[src/rtl/mix_pkg.sv]
// Shared constants and types for the MIX jump sequencer: opcodes, field codes,
// comparison-indicator encodings and the address space size.
package mix_pkg;

    localparam int AW        = 12;
    localparam int MEM_WORDS = 4000;

    localparam logic [5:0] OP_JMP    = 6'd39;
    localparam logic [5:0] OP_J_BASE = 6'd40;
    localparam logic [5:0] OP_J_LAST = 6'd47;

    // C=39 field codes
    localparam logic [3:0] F_JMP  = 4'd0;
    localparam logic [3:0] F_JSJ  = 4'd1;
    localparam logic [3:0] F_JOV  = 4'd2;
    localparam logic [3:0] F_JNOV = 4'd3;
    localparam logic [3:0] F_JL   = 4'd4;
    localparam logic [3:0] F_JE   = 4'd5;
    localparam logic [3:0] F_JG   = 4'd6;
    localparam logic [3:0] F_JGE  = 4'd7;
    localparam logic [3:0] F_JNE  = 4'd8;
    localparam logic [3:0] F_JLE  = 4'd9;

    // C=40..47 field codes
    localparam logic [3:0] F_RN  = 4'd0;
    localparam logic [3:0] F_RZ  = 4'd1;
    localparam logic [3:0] F_RP  = 4'd2;
    localparam logic [3:0] F_RNN = 4'd3;
    localparam logic [3:0] F_RNZ = 4'd4;
    localparam logic [3:0] F_RNP = 4'd5;

    localparam logic [1:0] CMP_E = 2'b00;
    localparam logic [1:0] CMP_L = 2'b01;
    localparam logic [1:0] CMP_G = 2'b10;

    typedef enum logic [1:0] {
        ST_IDLE   = 2'd0,
        ST_READ   = 2'd1,
        ST_EVAL   = 2'd2,
        ST_COMMIT = 2'd3
    } state_t;

    function automatic logic is_reg_jump(input logic [5:0] op);
        return (op >= OP_J_BASE) && (op <= OP_J_LAST);
    endfunction

endpackage

[src/rtl/mix_jump_unit_if.sv]
// Request/commit bundle between the decoder, register file and the jump sequencer.
interface mix_jump_unit_if
    import mix_pkg::*;
#(
    parameter int W = AW
) ();
    logic         start;
    logic [5:0]   opcode;
    logic [3:0]   field;
    logic [W-1:0] addr;
    logic [W-1:0] pc;
    logic [1:0]   cmp;
    logic         ov;
    logic [2:0]   reg_sel;
    logic [30:0]  reg_data;
    logic         busy;
    logic         pc_we;
    logic [W-1:0] pc_next;
    logic         rj_we;
    logic [W-1:0] rj_data;
    logic         ov_clr;
    logic         done;
    logic         taken;
    logic         illegal;

    modport master (
        output start, opcode, field, addr, pc, cmp, ov, reg_data,
        input  reg_sel, busy, pc_we, pc_next, rj_we, rj_data, ov_clr, done, taken, illegal
    );

    modport slave (
        input  start, opcode, field, addr, pc, cmp, ov, reg_data,
        output reg_sel, busy, pc_we, pc_next, rj_we, rj_data, ov_clr, done, taken, illegal
    );
endinterface

[src/rtl/mix_jmp_cond.sv]
// Combinational jump-condition evaluator for C=39 and C=40..47.
// Negative zero counts as zero: it is neither negative nor positive.
module mix_jmp_cond
    import mix_pkg::*;
(
    input  logic [5:0]  i_opcode,
    input  logic [3:0]  i_field,
    input  logic [30:0] i_reg_data,
    input  logic        i_ov,
    input  logic [1:0]  i_cmp,
    output logic        o_taken,
    output logic        o_field_ok
);
    logic w_zero;
    logic w_neg;
    logic w_pos;

    assign w_zero = (i_reg_data[29:0] == 30'd0);
    assign w_neg  = i_reg_data[30] & ~w_zero;
    assign w_pos  = ~i_reg_data[30] & ~w_zero;

    always_comb begin
        o_taken    = 1'b0;
        o_field_ok = 1'b0;
        if (i_opcode == OP_JMP) begin
            o_field_ok = (i_field <= F_JLE);
            case (i_field)
                F_JMP, F_JSJ: o_taken = 1'b1;
                F_JOV:        o_taken = i_ov;
                F_JNOV:       o_taken = ~i_ov;
                F_JL:         o_taken = (i_cmp == CMP_L);
                F_JE:         o_taken = (i_cmp == CMP_E);
                F_JG:         o_taken = (i_cmp == CMP_G);
                F_JGE:        o_taken = (i_cmp == CMP_E) || (i_cmp == CMP_G);
                F_JNE:        o_taken = (i_cmp == CMP_L) || (i_cmp == CMP_G);
                F_JLE:        o_taken = (i_cmp == CMP_E) || (i_cmp == CMP_L);
                default:      o_taken = 1'b0;
            endcase
        end else if (is_reg_jump(i_opcode)) begin
            o_field_ok = (i_field <= F_RNP);
            case (i_field)
                F_RN:    o_taken = w_neg;
                F_RZ:    o_taken = w_zero;
                F_RP:    o_taken = w_pos;
                F_RNN:   o_taken = ~w_neg;
                F_RNZ:   o_taken = ~w_zero;
                F_RNP:   o_taken = ~w_pos;
                default: o_taken = 1'b0;
            endcase
        end
    end
endmodule

[src/rtl/mix_jump_unit.sv]
// MIX jump sequencer: latches a jump request, optionally reads the tested register,
// evaluates the condition and commits PC / rJ / overflow-clear in one strobe cycle.
module mix_jump_unit #(
    parameter int MEM_WORDS = mix_pkg::MEM_WORDS,
    parameter int AW        = mix_pkg::AW
) (
    input logic            clk,
    input logic            rst,
    mix_jump_unit_if.slave bus
);
    import mix_pkg::*;

    localparam logic [AW-1:0] LAST_ADDR = AW'(MEM_WORDS - 1);

    state_t r_state;
    state_t w_state_next;
    logic   w_latch;
    logic   w_eval;

    logic [5:0]    r_opcode;
    logic [3:0]    r_field;
    logic [AW-1:0] r_addr;
    logic [AW-1:0] r_pc;
    logic [1:0]    r_cmp;
    logic          r_ov;
    logic [30:0]   r_reg_data;
    logic [2:0]    r_reg_sel;

    logic          r_pc_we;
    logic          r_rj_we;
    logic          r_ov_clr;
    logic          r_done;
    logic          r_taken;
    logic          r_illegal;
    logic [AW-1:0] r_pc_next;
    logic [AW-1:0] r_rj_data;

    logic          w_cond_taken;
    logic          w_field_ok;
    logic          w_legal;
    logic          w_taken;
    logic          w_is_jsj;
    logic          w_is_ovop;
    logic [AW-1:0] w_pc_inc;

    mix_jmp_cond u_cond (
        .i_opcode   (r_opcode),
        .i_field    (r_field),
        .i_reg_data (r_reg_data),
        .i_ov       (r_ov),
        .i_cmp      (r_cmp),
        .o_taken    (w_cond_taken),
        .o_field_ok (w_field_ok)
    );

    // A taken jump to an address outside memory is rejected as a whole.
    assign w_legal   = w_field_ok & ~(w_cond_taken & (r_addr > LAST_ADDR));
    assign w_taken   = w_legal & w_cond_taken;
    assign w_is_jsj  = (r_opcode == OP_JMP) && (r_field == F_JSJ);
    assign w_is_ovop = (r_opcode == OP_JMP) && ((r_field == F_JOV) || (r_field == F_JNOV));
    assign w_pc_inc  = (r_pc == LAST_ADDR) ? '0 : r_pc + AW'(1);

    always_ff @(posedge clk) begin
        if (rst) r_state <= ST_IDLE;
        else     r_state <= w_state_next;
    end

    always_comb begin
        w_state_next = r_state;
        w_latch      = 1'b0;
        w_eval       = 1'b0;
        case (r_state)
            ST_IDLE: begin
                if (bus.start) begin
                    w_latch = 1'b1;
                    // Only a well-formed register jump needs the register-file read.
                    w_state_next = (is_reg_jump(bus.opcode) && (bus.field <= F_RNP))
                                   ? ST_READ : ST_EVAL;
                end
            end
            ST_READ:   w_state_next = ST_EVAL;
            ST_EVAL: begin
                w_eval       = 1'b1;
                w_state_next = ST_COMMIT;
            end
            ST_COMMIT: w_state_next = ST_IDLE;
            default:   w_state_next = ST_IDLE;
        endcase
    end

    always_ff @(posedge clk) begin
        if (rst) begin
            r_opcode   <= '0;
            r_field    <= '0;
            r_addr     <= '0;
            r_pc       <= '0;
            r_cmp      <= '0;
            r_ov       <= 1'b0;
            r_reg_data <= '0;
            r_reg_sel  <= '0;
            r_pc_we    <= 1'b0;
            r_rj_we    <= 1'b0;
            r_ov_clr   <= 1'b0;
            r_done     <= 1'b0;
            r_taken    <= 1'b0;
            r_illegal  <= 1'b0;
            r_pc_next  <= '0;
            r_rj_data  <= '0;
        end else begin
            r_pc_we  <= 1'b0;
            r_rj_we  <= 1'b0;
            r_ov_clr <= 1'b0;
            r_done   <= 1'b0;
            if (w_latch) begin
                r_opcode  <= bus.opcode;
                r_field   <= bus.field;
                r_addr    <= bus.addr;
                r_pc      <= bus.pc;
                r_cmp     <= bus.cmp;
                r_ov      <= bus.ov;
                r_reg_sel <= is_reg_jump(bus.opcode) ? 3'(bus.opcode - OP_J_BASE) : 3'd0;
            end
            if (r_state == ST_READ) r_reg_data <= bus.reg_data;
            if (w_eval) begin
                r_done    <= 1'b1;
                r_pc_we   <= w_legal;
                r_rj_we   <= w_taken & ~w_is_jsj;
                r_ov_clr  <= w_legal & w_is_ovop & r_ov;
                r_taken   <= w_taken;
                r_illegal <= ~w_legal;
                r_pc_next <= w_taken ? r_addr : w_pc_inc;
                r_rj_data <= w_pc_inc;
            end
        end
    end

    assign bus.reg_sel = r_reg_sel;
    assign bus.busy    = (r_state != ST_IDLE);
    assign bus.pc_we   = r_pc_we;
    assign bus.pc_next = r_pc_next;
    assign bus.rj_we   = r_rj_we;
    assign bus.rj_data = r_rj_data;
    assign bus.ov_clr  = r_ov_clr;
    assign bus.done    = r_done;
    assign bus.taken   = r_taken;
    assign bus.illegal = r_illegal;

endmodule
[src/flat_wrapper.sv]
// flat-port wrapper written by rule: the top's interface ports become plain ports
module mix_jump_unit_flat import mix_pkg::*;
#(
    parameter int MEM_WORDS = mix_pkg::MEM_WORDS,
    parameter int AW        = mix_pkg::AW
)
  (clk, rst, bus_start, bus_opcode, bus_field, bus_addr, bus_pc, bus_cmp, bus_ov, bus_reg_data, bus_reg_sel, bus_busy, bus_pc_we, bus_pc_next, bus_rj_we, bus_rj_data, bus_ov_clr, bus_done, bus_taken, bus_illegal);
  mix_jump_unit_if bus_i ();
  input logic clk;
  input logic rst;
  input wire logic [$bits(bus_i.start)-1:0] bus_start;
  input wire logic [$bits(bus_i.opcode)-1:0] bus_opcode;
  input wire logic [$bits(bus_i.field)-1:0] bus_field;
  input wire logic [$bits(bus_i.addr)-1:0] bus_addr;
  input wire logic [$bits(bus_i.pc)-1:0] bus_pc;
  input wire logic [$bits(bus_i.cmp)-1:0] bus_cmp;
  input wire logic [$bits(bus_i.ov)-1:0] bus_ov;
  input wire logic [$bits(bus_i.reg_data)-1:0] bus_reg_data;
  output wire logic [$bits(bus_i.reg_sel)-1:0] bus_reg_sel;
  output wire logic [$bits(bus_i.busy)-1:0] bus_busy;
  output wire logic [$bits(bus_i.pc_we)-1:0] bus_pc_we;
  output wire logic [$bits(bus_i.pc_next)-1:0] bus_pc_next;
  output wire logic [$bits(bus_i.rj_we)-1:0] bus_rj_we;
  output wire logic [$bits(bus_i.rj_data)-1:0] bus_rj_data;
  output wire logic [$bits(bus_i.ov_clr)-1:0] bus_ov_clr;
  output wire logic [$bits(bus_i.done)-1:0] bus_done;
  output wire logic [$bits(bus_i.taken)-1:0] bus_taken;
  output wire logic [$bits(bus_i.illegal)-1:0] bus_illegal;
  assign bus_i.start = bus_start;
  assign bus_i.opcode = bus_opcode;
  assign bus_i.field = bus_field;
  assign bus_i.addr = bus_addr;
  assign bus_i.pc = bus_pc;
  assign bus_i.cmp = bus_cmp;
  assign bus_i.ov = bus_ov;
  assign bus_i.reg_data = bus_reg_data;
  assign bus_reg_sel = bus_i.reg_sel;
  assign bus_busy = bus_i.busy;
  assign bus_pc_we = bus_i.pc_we;
  assign bus_pc_next = bus_i.pc_next;
  assign bus_rj_we = bus_i.rj_we;
  assign bus_rj_data = bus_i.rj_data;
  assign bus_ov_clr = bus_i.ov_clr;
  assign bus_done = bus_i.done;
  assign bus_taken = bus_i.taken;
  assign bus_illegal = bus_i.illegal;
  mix_jump_unit #(.MEM_WORDS(MEM_WORDS), .AW(AW)) u_core (.clk(clk), .rst(rst), .bus(bus_i));
endmodule
[config.mk]
export PLATFORM = sky130hd
export DESIGN_NAME = mix_jump_unit_flat
export DESIGN_NICKNAME = d
export VERILOG_FILES = /design/src/rtl/mix_pkg.sv /design/src/rtl/mix_jump_unit_if.sv /design/src/rtl/mix_jmp_cond.sv /design/src/rtl/mix_jump_unit.sv /design/src/flat_wrapper.sv
export SDC_FILE = /design/constraint.sdc
export NUM_CORES = 1
export LEC_CHECK = 0
export CORE_ASPECT_RATIO = 1.1
export CORE_MARGIN = 4
export CORE_UTILIZATION = 31
export DETAILED_ROUTE_END_ITERATION = 6
export GPL_ROUTABILITY_DRIVEN = 0
export PLACE_DENSITY_LB_ADDON = 0.25
export SLEW_MARGIN = 0
export SYNTH_ARGS = -nofsm -noshare
export SYNTH_HDL_FRONTEND = slang
export SYNTH_SLANG_ARGS = --single-unit
[constraint.sdc]
create_clock -name clk -period 4.35 [get_ports clk]
set_clock_uncertainty 0.05 [all_clocks]
set_input_delay 0.435 -clock clk [delete_from_list [all_inputs] [get_ports clk]]
set_output_delay 0.435 -clock clk [all_outputs]
set_load 0.02 [all_outputs]
* Yosys cells after proc, flatten, opt, wreduce, memory -nomap -nowiden
Cells that the tools add are included.
** Storage, ports and cells
- Word-level logic and storage cells :: 93
- Output and inout bits :: 34
- Input bits :: 71
- Register bits :: 103
** Operators by class
- Multiplexer cells :: 16
- Eq/ne operators :: 17
- Order comparisons :: 8
- Add/subtract/negate cells :: 2
- Reductions and logical operators :: 16
- Bitwise gates (word level) :: 17
** Operator list (number)
- 30-bit zero test :: 1
- 12-bit two-way mux :: 2
- 4-bit by 3-bit == test with 1-bit output, second input constant :: 4
- 12-bit by 1-bit adder with 12-bit output, second input constant :: 1
- 12-bit == test, second input constant :: 1
- 6-bit >= comparator, second input constant :: 2
- 12-bit > comparator, second input constant :: 1
- 6-bit less-or-equal comparator, second input constant :: 2
- 1-bit NOT :: 9
- 1-bit one-hot mux with 9 select lines :: 1
- 1-bit AND :: 8
- 4-bit by 2-bit == test with 1-bit output, second input constant :: 2
- 4-bit == test, second input constant :: 2
- 4-bit by 3-bit less-or-equal comparator with 1-bit output, second input constant :: 2
- 1-bit two-way mux :: 8
- 2-bit one-hot mux with 4 select lines :: 1
- 2-bit == test, second input constant :: 3
- 6-bit == test, second input constant :: 1
- 1-bit one-hot mux with 6 select lines :: 1
- 1-bit logical AND :: 5
- 2-bit by 1-bit == test with 1-bit output, second input constant :: 2
- 4-bit by 1-bit == test with 1-bit output, second input constant :: 1
- 4-bit less-or-equal comparator, second input constant :: 1
- 2-bit zero test :: 2
- 8 further kinds :: 13

* Longest topological paths before layout
- Word-level depth :: 12
- Depth in mapped cells :: 9
- Mapped depth without buffers :: 8

* Hierarchy
From an unflattened synthesis, not the netlist that was laid out.
** Second synthesis, totals
- Cells, all modules :: 522
- Area, all modules :: 4389.2 um^2
** By module, submodules not included
- mix_jump_unit :: cells an instance 477, times used 1, seq. area each 2062.0 um^2, area each 4080.2 um^2
- mix_jmp_cond :: cells an instance 45, times used 1, seq. area each 0.0 um^2, area each 309.0 um^2

* Worst setup path after synthesis
Ideal clock, no wire load.
- Path type :: reg-to-reg
- Start point :: register u_core.r_cmp[0]
- End point :: register u_core.r_pc_next[0], in the netlist u_core.bus.pc_next[0]
- Path slack :: 2249 ps
- Buffers on the path :: 1
- Data arrival time :: 1929 ps
- Setup time :: 122 ps
- Clock period less this slack :: 2101 ps
- Cell stages (with the launch flop) :: 10
- Required time :: 4178 ps
- Cells stage by stage :: dfxtp_1 > inv_1 > ha_1 > nand2b_1 > a21o_1 > a221oi_2 > o21bai_2 > o21a_4 > buf_6 > o311a_1
** On the way
- Word-level cells in the longest chain between the ends :: 9
- Elaborated cells on any way between the ends :: 13
- Classes of those cells :: eq/ne: 2; mux: 3; bitwise: 4; reduce/logical: 4
** Ends and longest elaborated chain
- start: declaration :: RTL line mix_jump_unit.sv:24 : logic [1:0] r_cmp;
- start signal: assignment :: RTL line mix_jump_unit.sv:119 : r_cmp <= bus.cmp;
- 2-bit by 1-bit == test with 1-bit output (tied with other cells) :: RTL line mix_jmp_cond.sv:31, mix_jmp_cond.sv:35, mix_jmp_cond.sv:36
- 1-bit logical OR (on tied branches) :: RTL line mix_jmp_cond.sv:36, mix_jmp_cond.sv:34, mix_jmp_cond.sv:35
- 1-bit one-hot mux with 9 select lines * :: RTL line mix_jmp_cond.sv:27 : case (i_field)
- 1-bit two-way mux * :: RTL line mix_jmp_cond.sv:25 : if (i_opcode == OP_JMP) begin
- 1-bit AND :: RTL line mix_jump_unit.sv:57 : assign w_legal = w_field_ok & ~(w_cond_taken & (r_addr > LAST_ADDR));
- 1-bit NOT :: RTL line mix_jump_unit.sv:57
- 1-bit AND :: RTL line mix_jump_unit.sv:57
- 1-bit AND * :: RTL line mix_jump_unit.sv:58 : assign w_taken = w_legal & w_cond_taken;
- 12-bit two-way mux * :: RTL line mix_jump_unit.sv:131 : r_pc_next <= w_taken ? r_addr : w_pc_inc;
- end signal: assignment :: RTL line mix_jump_unit.sv:131
- end: declaration :: RTL line mix_jump_unit.sv:35 : logic [AW-1:0] r_pc_next;
Every way passes the cells marked *; elsewhere a longest branch is shown, timed or not.
A chain may end at the register's enable or synchronous reset.

* Worst setup path in the final report
- Start point :: register u_core.r_reg_data[8]
- End point :: register u_core.r_pc_next[2], in the netlist u_core.bus.pc_next[2]
** On the way
- Word-level cells in the longest chain between the ends :: 12
- Elaborated cells on any way between the ends :: 14
- Classes of those cells :: mux: 4; bitwise: 9; reduce/logical: 1
** Ends and longest elaborated chain
- start: declaration :: RTL line mix_jump_unit.sv:26 : logic [30:0] r_reg_data;
- start signal: assignment :: RTL line mix_jump_unit.sv:123 : if (r_state == ST_READ) r_reg_data <= bus.reg_data;
- 30-bit zero test * :: RTL line mix_jmp_cond.sv:18 : assign w_zero = (i_reg_data[29:0] == 30'd0);
- 1-bit NOT :: RTL line mix_jmp_cond.sv:19, mix_jmp_cond.sv:20, mix_jmp_cond.sv:46
- 1-bit AND (on tied branches) :: RTL line mix_jmp_cond.sv:20, mix_jmp_cond.sv:19
- 1-bit NOT (on tied branches) :: RTL line mix_jmp_cond.sv:47, mix_jmp_cond.sv:45
- 1-bit one-hot mux with 6 select lines * :: RTL line mix_jmp_cond.sv:41 : case (i_field)
- 1-bit two-way mux * :: RTL line mix_jmp_cond.sv:39 : end else if (is_reg_jump(i_opcode)) begin
- 1-bit two-way mux * :: RTL line mix_jmp_cond.sv:25
- 1-bit AND :: RTL line mix_jump_unit.sv:57
- 1-bit NOT :: RTL line mix_jump_unit.sv:57
- 1-bit AND :: RTL line mix_jump_unit.sv:57
- 1-bit AND * :: RTL line mix_jump_unit.sv:58
- 12-bit two-way mux * :: RTL line mix_jump_unit.sv:131
Marked as above.

==> summary.md <==
Logic synthesis
• **part of the Yosys area used for sequential elements** 0.462
• **Most used DFF post-synth** dfxtp_1
• **post-synth cell types** 45
• **compound-cell area share of the yosys netlist** 0.162
• **area of the mapped netlist** 4460 sq um
• **main combinational cell family by area after synthesis** simple AND/OR/NAND/NOR gates
• **Syn Area/Cell** 8.51 sq um
• **biggest area contributors in the synthesized netlist** dfxtp_1 (46%), nand2_1 (8.2%), mux2i_1 (7.9%), a21oi_1 (5.6%), nor2_1 (5.6%)
• **largest area contributor in the synthesized netlist** dfxtp_1
• **area share of the largest cell type after synthesis** 0.462
• **Synth async-reset ratio** 0
• **adder-cell share of the synthesized area** 0.0224
• **cell count after synthesis** 524
• **fraction of synthesized cell area in xor and xnor cells** 0.0177
• **simple-gate share of the synthesized area** 0.214
• **total of warnings raised by yosys** 0
• **net count after synthesis** 603
• **post-synthesis mux area share** 0.0786
• **number of flops mapped to enable cells by yosys** 0
• **register bit total from synthesis** 103

Worst setup path
• **Slowest cell on crit path** mux2i_1
• **Crit path required time** 4470 ps
• **Crit path max-delay family** multiplexers
• **Worst Path Buf+Inv** 0
• **largest fanout of any net on the critical path** 14
• **capturing element type of the critical path** flop
• **Max stage delay on crit path** 890 ps
• **cells along the critical path** nor4_1 -> nand4_1 -> nor2_1 -> mux2i_1 -> o21a_4 -> o311ai_0
• **CP startpoint kind** flop
• **critical path data arrival time** 2860 ps
• **critical path class** reg2reg

Placement
• **Post-DP HPWL** 8.86 mm
• **number of buffer cells added on primary ports** 104
• **cell count after placement** 785

Timing
• **setup TNS** 0 ps
• **Worst slew margin** 0.287
• **final period utilization** 0.630
• **Final Hold Violating Endpoints** 0
• **Slew Viols, Final** 0
• **min cycle time layout** 2740 ps
• **RSZ-0062 raised after global routing** no
• **Max Freq** 365 MHz
• **setup violation total in the final timing report** 0
• **worst-margin pin slew** 1040 ps

Finish
• **share of cells above drive strength 1** 0.0522
• **utilization after layout** 0.421
• **number of antenna diodes** 0
• **count of non-filler cells in the finished layout** 801
• **synthesis-to-layout area growth** 31.8%
• **net count of the finished layout** 687

Route
• **number of DRC markers after the initial detailed-route iteration** 174
• **detailed-routing iteration count for the pre-antenna-repair pass** 4
• **total via count in the routed design** 3884
• **vias per cell** 4.85
• **DRT antenna net count** 0
• **WL final** 12.0 mm
• **final routed DRC violation total** 0
• **average wire per cell in the routed design** 15.0 microns

Clock network
• **hold buffers post-CTS** 0
• **CTS clock-pin slew for the worst setup and hold paths** 60 ps
• **TritonCTS Sinks** 103
• **clock latency of the later-clocked register in the worst-skew pair** 340 ps
• **CTS-repair resized insts** 0
• **Root Buffer** clkbuf_16
• **CTS HTree Levels** 3
• **number of buffers created by CTS** 9
• **maximum count of clock buffers along a single path** 2
• **post-CTS repair timing setup buffer count** 0
• **CTS tree** done

Power
• **Max rail drop VDD** 205 uV
• **Sw Share** 0.304
• **Leakage Power** 2.05 nW
• **switching power of the nets** 0.746 mW
• **sequential fraction of design power** 0.459
• **total internal power** 1.71 mW
• **Comb pwr share** 0.249
• **post-layout power** 2.46 mW
• **power share of the clock group** 0.292
• **total power per unit cell area** 418 nW/um^2

Die
• **full die area** 16400 sq um
• **Die Ht** 134 microns
• **Initial Utilization** 0.319
• **DIE WIDTH** 122 microns
• **CORE AREA** 14000 sq um
• **I/O Pins** 105
• **placement row count** 45

Global route
• **maximum number of pins on one net before global-route repair** 96
• **antenna violations before repair** 0
• **overflow left after global routing** 0
• **via count of the first global-routing pass** 3962
• **wire length of the first global-routing pass** 19.6 mm
• **overall fraction of global-route tracks in use** 0.150

Worst hold path
• **class of the worst hold path** reg2reg

Status
• **outcome** finished, final reports clean

Flow run
• **Max-cap violations** 0

## cell usage in the layout (no fill, tap or decap), types with 5 or more instances in the layout
cell type        synthesis  routed
a211oi_1                 6       6
a21o_1                   7       7
a21oi_1                 50      50
buf_4                    0       5
clkbuf_16                0       9
clkdlybuf4s50_1          0     103
dfxtp_1                103     103
ha_1                     8       7
inv_1                    9       9
mux2i_1                 35      35
nand2_1                 98      98
nand3_1                 18      18
nand4_1                  7       7
nor2_1                  66      66
nor4_1                  10      10
o211ai_1                12      12
o21ai_0                  6       6
xnor2_1                  5       5
## path summary, 6_finish.rpt
check,startpoint,end,slack (ps),cells after the start
worst min register to register,u_core.r_addr[3]$_SDFFE_PP0P_,u_core.r_addr[3]$_SDFFE_PP0P_,410,2
worst max register to register,u_core.r_reg_data[8]$_SDFFE_PP0N_,u_core.bus.pc_next[2]$_SDFFE_PP0P_,1610,6
worst max-delay path,u_core.r_reg_data[8]$_SDFFE_PP0N_,u_core.bus.pc_next[2]$_SDFFE_PP0P_,1610,6
worst min-delay path,u_core.r_addr[3]$_SDFFE_PP0P_,u_core.r_addr[3]$_SDFFE_PP0P_,410,2
## power groups by stage
stage                     clock, mW  sequential, mW  combinational (mW)
final                         0.718            1.13               0.611
after CTS                     0.741            1.13               0.622
after detailed placement          0            1.15               0.620
after global routing          0.780            1.14               0.683
after global placement            0            1.14               0.609
after floorplan                   0            1.16               0.368
## flip-flops by register name (all words and copies together) (netlist names), 2 cells and up
signal,cells
u_core.r_reg_data,31
u_core.bus.pc_next,12
u_core.bus.rj_data,12
u_core.r_addr,12
u_core.r_pc,12
u_core.r_opcode,6
u_core.r_field,4
u_core.bus.reg_sel,3
u_core.r_cmp,2
u_core.r_state,2
## cells by family (layout without fill, tap and decap cells)
logic type,count (synthesis),after routing
flip-flops,103,103
adder cells (fa/ha/maj),8,8
multiplexers,35,35
buffers and inverters,46,135
XOR/XNOR,9,9
AND/OR/NAND/NOR,219,219
AO/OA/AOI/OAI,104,104
## stage by stage
stage | setup slack [ps] | hold slack [ps] | instance area, sq um
detailed placement | 1560 | 404 | 5620
CTS | 1550 | 413 | 5880
global route | 1420 | 433 | 5880
finish | 1610 | 410 | 5880
global placement | 1750 | 394 | 5620
floorplan | 2250 | 381 | 4460
## area by class of cell
type | instances | area [sq um]
tap | 188 | 235
inverter | 10 | 37.5
clock inverter | 4 | 22.5
timing repair buffer | 109 | 1070
sequential | 103 | 2060
clock buffer | 12 | 236
fill | 1451 | 8090
multi-input combinational | 375 | 2210
## layer usage
| metal | up-vias | wire length, microns | track usage |
|---|---|---|---|
| li1 | 1984 | - | - |
| met4 | 0 | 202 | 0.0510 |
| met5 | - | 0 | 0 |
| met1 | 1787 | 5540 | 0.192 |
| met2 | 98 | 5730 | 0.248 |
| met3 | 15 | 564 | 0.0354 |
## Yosys cell counts, types with 5 or more instances
cell	instances
a211oi_1	6
a21o_1	7
a21oi_1	50
buf_1	5
clkbuf_1	28
dfxtp_1	103
ha_1	8
inv_1	9
mux2i_1	35
nand2_1	98
nand3_1	18
nand4_1	7
nor2_1	66
nor4_1	10
o211ai_1	12
o21ai_0	6
xnor2_1	5
## worst register-to-register path, stage by stage (launching register included)
cell and delay (ps):
dfxtp_1 310, nor4_1 360, nand4_1 160, nor2_1 260, mux2i_1 900, o21a_4 370
o311ai_0 170
(Power assumes the default switching activity.)
